`config.mk`:
```
export PLATFORM = sky130hd
export DESIGN_NAME = acq_peak_search
export DESIGN_NICKNAME = d
export VERILOG_FILES = /design/src/rtl/acq_peak_search.sv
export SDC_FILE = /design/constraint.sdc
export NUM_CORES = 1
export LEC_CHECK = 0
export CAP_MARGIN = 20
export CORE_MARGIN = 1.5
export CORE_UTILIZATION = 45
export CTS_CLUSTER_DIAMETER = 100
export DETAILED_ROUTE_END_ITERATION = 8
export HOLD_SLACK_MARGIN = 0.03
export MAX_ROUTING_LAYER = met4
export PLACE_DENSITY_LB_ADDON = 0.25
export REMOVE_ABC_BUFFERS = 1
export SLEW_MARGIN = 20
export SYNTH_ARGS = -nofsm -noshare
export SYNTH_HDL_FRONTEND = slang
export SYNTH_SLANG_ARGS = --single-unit
```
`constraint.sdc`:
```
create_clock -name i_clk -period 4.7 [get_ports i_clk]
set_clock_uncertainty 0.05 [all_clocks]
set_input_delay 1.41 -clock i_clk [delete_from_list [all_inputs] [get_ports i_clk]]
set_output_delay 1.41 -clock i_clk [all_outputs]
set_load 0.005 [all_outputs]
```
`src/rtl/acq_peak_search.sv`:
```
// Streaming peak detector: tracks the running maximum correlation magnitude over a
// search frame with its code-phase/Doppler cell, then holds a thresholded result.
module acq_peak_search #(
  parameter int DATA_WIDTH = 32,
  parameter int CODE_LEN   = 4092,
  parameter int CODE_W     = 12,
  parameter int DOPP_W     = 6
) (
  input  logic                  i_clk,
  input  logic                  i_rst,
  input  logic [DATA_WIDTH:0]   i_s_axis_tdata,
  input  logic [DOPP_W-1:0]     i_s_axis_tuser,
  input  logic                  i_s_axis_tvalid,
  input  logic                  i_s_axis_tlast,
  output logic                  o_s_axis_tready,
  input  logic [DATA_WIDTH:0]   i_threshold,
  output logic [DATA_WIDTH:0]   o_peak_mag,
  output logic [CODE_W-1:0]     o_peak_code,
  output logic [DOPP_W-1:0]     o_peak_dopp,
  output logic                  o_detect,
  output logic                  o_len_err,
  output logic                  o_m_valid,
  input  logic                  i_m_ready
);

  typedef enum logic {SEARCH = 1'b0, HOLD = 1'b1} state_t;

  localparam logic [CODE_W-1:0] LAST_CODE = CODE_W'(CODE_LEN - 1);

  state_t              r_state, w_state_nxt;
  logic                r_tready, w_tready_nxt;
  logic                r_m_valid, w_m_valid_nxt;
  logic                r_first;
  logic [CODE_W-1:0]   r_cnt;
  logic [DATA_WIDTH:0] r_peak;
  logic [CODE_W-1:0]   r_code;
  logic [DOPP_W-1:0]   r_dopp;
  logic [DATA_WIDTH:0] r_thr;
  logic                r_detect;
  logic                r_len_err;

  logic                w_acc;
  logic                w_last;
  logic                w_out_hs;
  logic                w_upd;
  logic [DATA_WIDTH:0] w_peak_new;
  logic [DATA_WIDTH:0] w_thr;

  assign w_acc      = i_s_axis_tvalid & r_tready;
  assign w_last     = w_acc & i_s_axis_tlast;
  assign w_out_hs   = r_m_valid & i_m_ready;
  // First beat loads unconditionally; afterwards strictly greater wins, so ties keep the earlier cell.
  assign w_upd      = r_first | (i_s_axis_tdata > r_peak);
  assign w_peak_new = w_upd ? i_s_axis_tdata : r_peak;
  assign w_thr      = r_first ? i_threshold : r_thr;

  always_comb begin
    w_state_nxt   = r_state;
    w_tready_nxt  = r_tready;
    w_m_valid_nxt = r_m_valid;
    case (r_state)
      SEARCH: begin
        w_tready_nxt  = 1'b1;
        w_m_valid_nxt = 1'b0;
        if (w_last) begin
          w_state_nxt   = HOLD;
          w_tready_nxt  = 1'b0;
          w_m_valid_nxt = 1'b1;
        end
      end
      HOLD: begin
        w_tready_nxt  = 1'b0;
        w_m_valid_nxt = 1'b1;
        if (i_m_ready) begin
          w_state_nxt   = SEARCH;
          w_tready_nxt  = 1'b1;
          w_m_valid_nxt = 1'b0;
        end
      end
      default: begin
        w_state_nxt   = SEARCH;
        w_tready_nxt  = 1'b0;
        w_m_valid_nxt = 1'b0;
      end
    endcase
  end

  always_ff @(posedge i_clk or posedge i_rst) begin
    if (i_rst) begin
      r_state   <= SEARCH;
      r_tready  <= 1'b0;
      r_m_valid <= 1'b0;
    end else begin
      r_state   <= w_state_nxt;
      r_tready  <= w_tready_nxt;
      r_m_valid <= w_m_valid_nxt;
    end
  end

  always_ff @(posedge i_clk or posedge i_rst) begin
    if (i_rst) begin
      r_first   <= 1'b1;
      r_cnt     <= '0;
      r_peak    <= '0;
      r_code    <= '0;
      r_dopp    <= '0;
      r_thr     <= '0;
      r_detect  <= 1'b0;
      r_len_err <= 1'b0;
    end else if (w_acc) begin
      r_first <= 1'b0;
      r_cnt   <= (r_cnt == LAST_CODE) ? '0 : r_cnt + 1'b1;
      if (r_first) r_thr <= i_threshold;
      if (w_upd) begin
        r_peak <= i_s_axis_tdata;
        r_code <= r_cnt;
        r_dopp <= i_s_axis_tuser;
      end
      if (i_s_axis_tlast) begin
        r_detect  <= (w_peak_new > w_thr);
        r_len_err <= (r_cnt != LAST_CODE);
      end
    end else if (w_out_hs) begin
      r_first <= 1'b1;
      r_cnt   <= '0;
    end
  end

  assign o_s_axis_tready = r_tready;
  assign o_m_valid       = r_m_valid;
  assign o_peak_mag      = r_peak;
  assign o_peak_code     = r_code;
  assign o_peak_dopp     = r_dopp;
  assign o_detect        = r_detect;
  assign o_len_err       = r_len_err;

endmodule
```
==> run summary, run 1 <==
Status: finished, final reports clean
Slew @ Worst Pin: 861 ps
First-pass GRT wire length: 26,000 um
Clock transition at path regs: 70 ps
Number of remaining DRC errors: 0
I/O pin count: 132
Sequential area share after synthesis: 40.8%
Final setup margin: 38.1 ps
Worst VDD drop: 291 uV
Drt wl/cell: 17.6 um
P_leak: 3.99 nW
Sequential power share: 27.2%
Power Dens Cells: 600 nW/um^2
Routability cong.: 0.907
DP Wirelength: 11,500 um
# H-tree levels: 3
Core area: 13,300 sq um
CTS tree: done
Antenna Cells: 0
#FFs+latches synth: 101
Share of layout cells above drive strength 1: 31.5%
Max clock buf depth: 2
CP max FO: 8
Clk sinks: 101
Number of flops mapped to enable cells by yosys: 0
Largest net degree at the start of global routing: 68
Setup CP Type: in2reg
Tightest Hold Check Type: reg2reg
Total GRT Usage: 23.4%
Hold Crit Start: r_thr[0]
Net Sw Frac: 36.3%
Crit end category: flop
Mapped Cells: 576
Cell Area, Synth: 6190 sq um
Final TNS setup: 0 ps
Antenna violations before repair: 0
Mean area per synthesized cell: 10.7 sq um
RR Startpoint: o_peak_mag[20]
Max-cap viol count: 0
Logic pwr share: 57.1%
Top Usage Layer GRT: met2
Startpoint Class: input port
Vias/cell: 5.40
Setup repair after global routing missed its margin: yes
GR Overflow Total: 0
CTS root buf: clkbuf_16
Post-Layout Cell Count: 941
Yosys warning total: 0
Vias in the first global route: 5,267
Commonest non-fill, non-tap cell in the layout: clkdlybuf4s50_1
Psw: 1.95 mW
Worst path required time: 4880 ps
Met2 Use GR: 38.5%
Power Internal: 3.41 mW
GR Util met1: 29.4%
Placed instance count: 912
Area delta synth->final: 44.3%
Hold Vio Cnt, Final: 0
DR vias: 5,080
Die ar.: 14,500 sq um
Clock share of power: 15.7%
Period utilization: 99.2%
Total CTS buffers: 9
Die H: 120 um
Fin area: 8930 sq um
Most frequent cells in the layout: clkdlybuf4s50_1 (101), dfrtp_1 (100), mux2_2 (80)
# port buffers: 131
Clock Latency Late Sink: 360 ps
Worst hold slack: 428 ps
Die X: 120 um
F_max: 215 MHz
Drt pass-1 iters: 4
Worst setup path startpoint: i_s_axis_tdata[20]
Rows: 42
Post-synthesis async set-or-reset flop share: 100%
Min Tclk post-route: 4660 ps
Setup Viol. Count Final: 0
Arr. time, crit path: 4840 ps
GR Util met3: 3.44%
Post-route ant nets: 0
Fin. max-slew vios: 0
DRT iter0 DRCs: 230
Relative slew margins: 42.6%
Yosys cell types: 41
Initial core utilization: 46.4%
Setup WS pre-CTS: -992 ps
DRT Wirelength: 16,600 um
Cell Area, Placed: 8010 sq um
Nets: 904
Main flop type after synthesis: dfrtp_1
-- cell families after synthesis --
| kind of cell | count (synthesis) | synth area share, % |
|---|---|---|
| AO/OA/AOI/OAI | 109 | 10.4 |
| XOR/XNOR | 5 | 0.707 |
| adder cells (fa/ha/maj) | 67 | 13.5 |
| buffers and inverters | 58 | 4.61 |
| flip-flops | 101 | 40.8 |
| multiplexers | 118 | 20.9 |
| AND/OR/NAND/NOR | 118 | 8.99 |
-- worst max-delay path: stages --
cell and delay (ps):
buf_8 100, ha_4 250, nand4_1 210, or4_4 600
or2_1 240, o22ai_2 180, o22ai_4 110, buf_12 150
buf_12 140, buf_8 130, mux2_2 270, ha_2 170
a21o_1 150, a21o_1 160, a21oi_2 180, nor3_4 50
nor3_2 230, a21oi_1 100
-- flip-flops by register name, summed over array words and instances, names as in the netlist --
register and flops:
o_peak_mag 33, o_m_valid 1, o_s_axis_tready 1, o_peak_dopp 6, r_cnt 12, o_detect 1
o_peak_code 12, r_thr 33, r_first 1, o_len_err 1
-- synthesized netlist by cell type (3+ instances only) --
cell        n  area share (%)
nand3_1     7            0.57
a21o_1     15             1.8
inv_1      37             2.2
nor2_1     12            0.73
clkbuf_1   12            0.73
mux2_2     83              15
nor2b_1     3            0.30
buf_6       9             1.6
nand2_1    57             3.5
nor4_1      3            0.30
mux2i_1    33             5.3
nand4_1    13             1.3
xnor2_1     3            0.42
and3_1      7            0.71
ha_1       67              14
o21ai_0    54             4.4
dfrtp_1   100              40
nor3_1      6            0.49
nand2b_1    5            0.51
a21oi_1    23             1.9
-- worst paths after layout --
check	to	slack, ps	cells past startpoint
max	o_detect	40	18
min	r_thr[0]	430	2
max reg2reg	o_detect	680	18
min reg2reg	r_thr[0]	430	2
max in group asynchronous	o_peak_mag[8]	2280	3
min in group asynchronous	o_peak_dopp[5]	1490	2
-- layer usage --
layer,up-vias,wire length (um)
met1,2473,7420
li1,2440,-
met2,138,8210
met5,-,0
met4,0,381
met3,29,593
-- cell type report --
type / count / area [sq um]
clock inverter: 6 / 93.8
clock buffer: 10 / 239
timing repair buffer: 194 / 1790
inverter: 37 / 141
multi-input combinational: 417 / 3930
fill: 1050 / 4410
sequential: 101 / 2530
tap: 176 / 220
-- repair_timing --
action	CTS	global route
buffers inserted	10	4
setup endpoints to repair	1	1
resized for setup	110	46
pin swaps	48	37
hold buffers	0	0
-- power groups by stage --
stage	sequential (mW)	clock [mW]	combinational, mW
2_1_floorplan	1.43	0	1.45
3_3_place_gp	1.45	0	2.42
3_5_place_dp	1.46	0	2.53
4_1_cts	1.45	0.848	2.85
5_1_grt	1.50	0.886	3.35
6_report	1.46	0.842	3.06
-- through the flow --
stage | total power, mW | util (%)
after CTS | 5.15 | 65.3
after global routing | 5.73 | 66.9
after floorplan | 2.88 | -
after detailed placement | 4.00 | 60.0
final | 5.36 | 66.9
after global placement | 3.86 | 60.0
No activity file was read; power rests on OpenSTA's default activity.
==> run 2, diff against run 1 <==
--- a/config.mk
+++ b/config.mk
@@ -5,8 +5,9 @@
 export SDC_FILE = /design/constraint.sdc
 export NUM_CORES = 1
 export LEC_CHECK = 0
+export ABC_AREA = 1
 export CAP_MARGIN = 20
-export CORE_MARGIN = 1.5
+export CORE_MARGIN = 5
 export CORE_UTILIZATION = 45
 export CTS_CLUSTER_DIAMETER = 100
 export DETAILED_ROUTE_END_ITERATION = 8
==> run summary, run 2 <==
Commonest non-fill, non-tap cell in the layout: nand2_1
Cell Area, Synth: 6350 sq um (+2.6%)
Die H: 129 um (+7.1%)
Final TNS setup: 0 ps (unchanged)
Number of remaining DRC errors: 0 (unchanged)
Period utilization: 94.0% (-5.2 points)
Sequential area share after synthesis: 39.8% (-1.0 points)
Post-Layout Cell Count: 1,123 (+19%)
Setup CP Type: in2reg
CP max FO: 30 (+22)
Total CTS buffers: 9 (unchanged)
Drt pass-1 iters: 5 (+1)
Core area: 13,900 sq um (+4.0%)
Power Dens Cells: 638 nW/um^2 (+6.3%)
CTS tree: done
# port buffers: 131 (unchanged)
Die ar.: 16,600 sq um (+15%)
DRT iter0 DRCs: 367 (+60%)
Main flop type after synthesis: dfrtp_1
Routability cong.: 0.885 (-2.4%)
Cell Area, Placed: 7890 sq um (-1.5%)
Number of flops mapped to enable cells by yosys: 0 (unchanged)
Synth top area share: 39.4% (-1.0 points)
Post-CTS setup buffers: 0 (-10)
#FFs+latches synth: 101 (unchanged)
Worst VDD drop: 248 uV (-15%)
Clock Latency Late Sink: 350 ps (about the same)
CTS root buf: clkbuf_16
First-pass GRT wire length: 26,800 um (+3.0%)
Nets: 1,082 (+20%)
Top post-synthesis cells by count: nand2_1 (268), dfrtp_1 (100), o21ai_0 (80), inv_1 (75), ha_1 (67)
Worst hold slack: 425 ps (-2.61 ps)
Power consumption: 5.29 mW (-1.3%)
Most frequent cells in the layout: nand2_1 (266), clkdlybuf4s50_1 (131), dfrtp_1 (100)
Antenna Cells: 0 (unchanged)
Drt wl/cell: 14.9 um (-15%)
Post-synthesis async set-or-reset flop share: 100% (unchanged)
RR Startpoint: o_peak_mag[30]
Hold Vio Cnt, Final: 0 (unchanged)
Mean area per synthesized cell: 7.86 sq um (-27%)
Yosys warning total: 0 (unchanged)
Initial core utilization: 45.8% (-0.61 points)
Area delta synth->final: 30.6%
Arr. time, crit path: 4660 ps (-180 ps)
Min Tclk post-route: 4420 ps (-244 ps)
F_max: 226 MHz (+5.5%)
Hold Crit Start: o_peak_dopp[4]
Fin area: 8300 sq um (-7.2%)
Clock transition at path regs: 70 ps (about the same)
I/O pin count: 132 (unchanged)
Antenna violations before repair: 0 (unchanged)
Clk sinks: 101 (unchanged)
DR vias: 5,775 (+14%)
Worst path required time: 4940 ps (+60 ps)
Max-cap viol count: 0 (unchanged)
Worst setup path startpoint: i_s_axis_tdata[28]
Vias in the first global route: 5,517 (+4.7%)
Largest net degree at the start of global routing: 68 (unchanged)
Status: finished, final reports clean
Share of layout cells above drive strength 1: 5.09% (-26 points)
Vias/cell: 5.14 (-4.7%)
Fillers: 1,276 (+22%)
GR Overflow Total: 0 (unchanged)
Relative slew margins: 39.7% (-2.9 points)
Tightest Hold Check Type: reg2reg
Startpoint Class: input port
Synth top area cells: dfrtp_1 (39%), nand2_1 (16%), ha_1 (13%)
P_leak: 4.13 nW (+3.6%)
Die X: 129 um (+7.1%)
Setup Viol. Count Final: 0 (unchanged)
Max clock buf depth: 2 (unchanged)
Placed instance count: 1,105 (+21%)
Total GRT Usage: 20.8% (-2.6 points)
Crit end category: flop
Fin. max-slew vios: 0 (unchanged)
Top-count cell post-synth: nand2_1
Rows: 43 (+2.4%)
Synth area leader: dfrtp_1
DP Wirelength: 12,000 um (+4.3%)
Mapped Cells: 808 (+40%)
Post-route ant nets: 0 (unchanged)
Yosys cell types: 31 (-24%)
# H-tree levels: 3 (unchanged)
DRT Wirelength: 16,800 um (+1.1%)
Slew @ Worst Pin: 904 ps (+43.6 ps)
==> run 2: repair_timing <==
item / 4_1_cts / 5_1_grt
endpoints found under the setup margin: 0 / 1
gates resized for setup: 0 / 6
hold buffers: 0 / 0
==> run 2: cells by family (layout without fill, tap and decap cells) <==
logic type | count (synthesis) | in the layout | share of synthesized area [%]
and+or+nand+nor | 372 | 372 | 24.0
AOI/OAI and AO/OA | 121 | 121 | 9.94
buffers and inverters | 109 | 244 | 7.19
DFF | 101 | 101 | 39.8
adders and majority gates | 67 | 67 | 13.2
muxes | 32 | 32 | 5.04
xor gates and xnor gates | 6 | 6 | 0.827
==> run 2: through the flow <==
| step | worst slack, ps | utilization [%] |
|---|---|---|
| 2_1_floorplan | 497 | - |
| 3_3_place_gp | -62.9 | 56.9 |
| 3_5_place_dp | -134 | 56.9 |
| 4_1_cts | 213 | 59.2 |
| 5_1_grt | -0.707 | 59.8 |
| 6_report | 282 | 59.8 |
==> run 2: power by group <==
part	switching (mW)	leakage, nW	total [mW]	internal (mW)
clock	0.323	0.163	0.818	0.494
sequential	0.291	1.29	1.51	1.22
combinational	1.60	2.68	2.97	1.36
==> run 2: worst max-delay path, cell delays in order <==
cell and delay [ps]:
clkdlybuf4s50_1 470, ha_1 330, nand2_1 80, nor2_1 110, nand2_1 140, nor2_4 170
nand3_1 90, nand2_1 60, nor2_1 40, nand2_1 50, nand2_1 70, nand2_4 150
buf_16 190, o21ai_0 90, ha_1 300, nand2_1 90, nor2_2 180, nand4_1 160
nor4_2 180, nand3b_1 100, nand3_1 90, nand2_1 50, nand2_1 40
==> run 2: area by class of cell <==
cell class              count  area [sq um]  area share [%]
well taps                 180           225            2.71
clock buffers              12           256            3.09
repair buffers            152          1540            18.5
flip-flops and latches    101          2530            30.5
inverters                  76           288            3.47
clock inverters             4          70.1           0.845
multi-input cells         598          3390            40.9
==> run 2: worst paths after layout <==
kind / slack (ps) / cells after the start / endpoint
max: 280 / 23 / o_detect
min: 420 / 2 / o_peak_dopp[4]
max reg2reg: 1390 / 23 / o_detect
min reg2reg: 420 / 2 / o_peak_dopp[4]
max in group asynchronous: 2250 / 3 / r_first
min in group asynchronous: 1510 / 2 / o_peak_dopp[3]
==> run 2: metal layers <==
layer	vias up	wire [um]	track usage, %
met2	156	7660	32.0
li1	2917	-	-
met4	0	463	7.29
met5	-	0	-
met1	2667	7790	28.2
met3	35	877	3.15
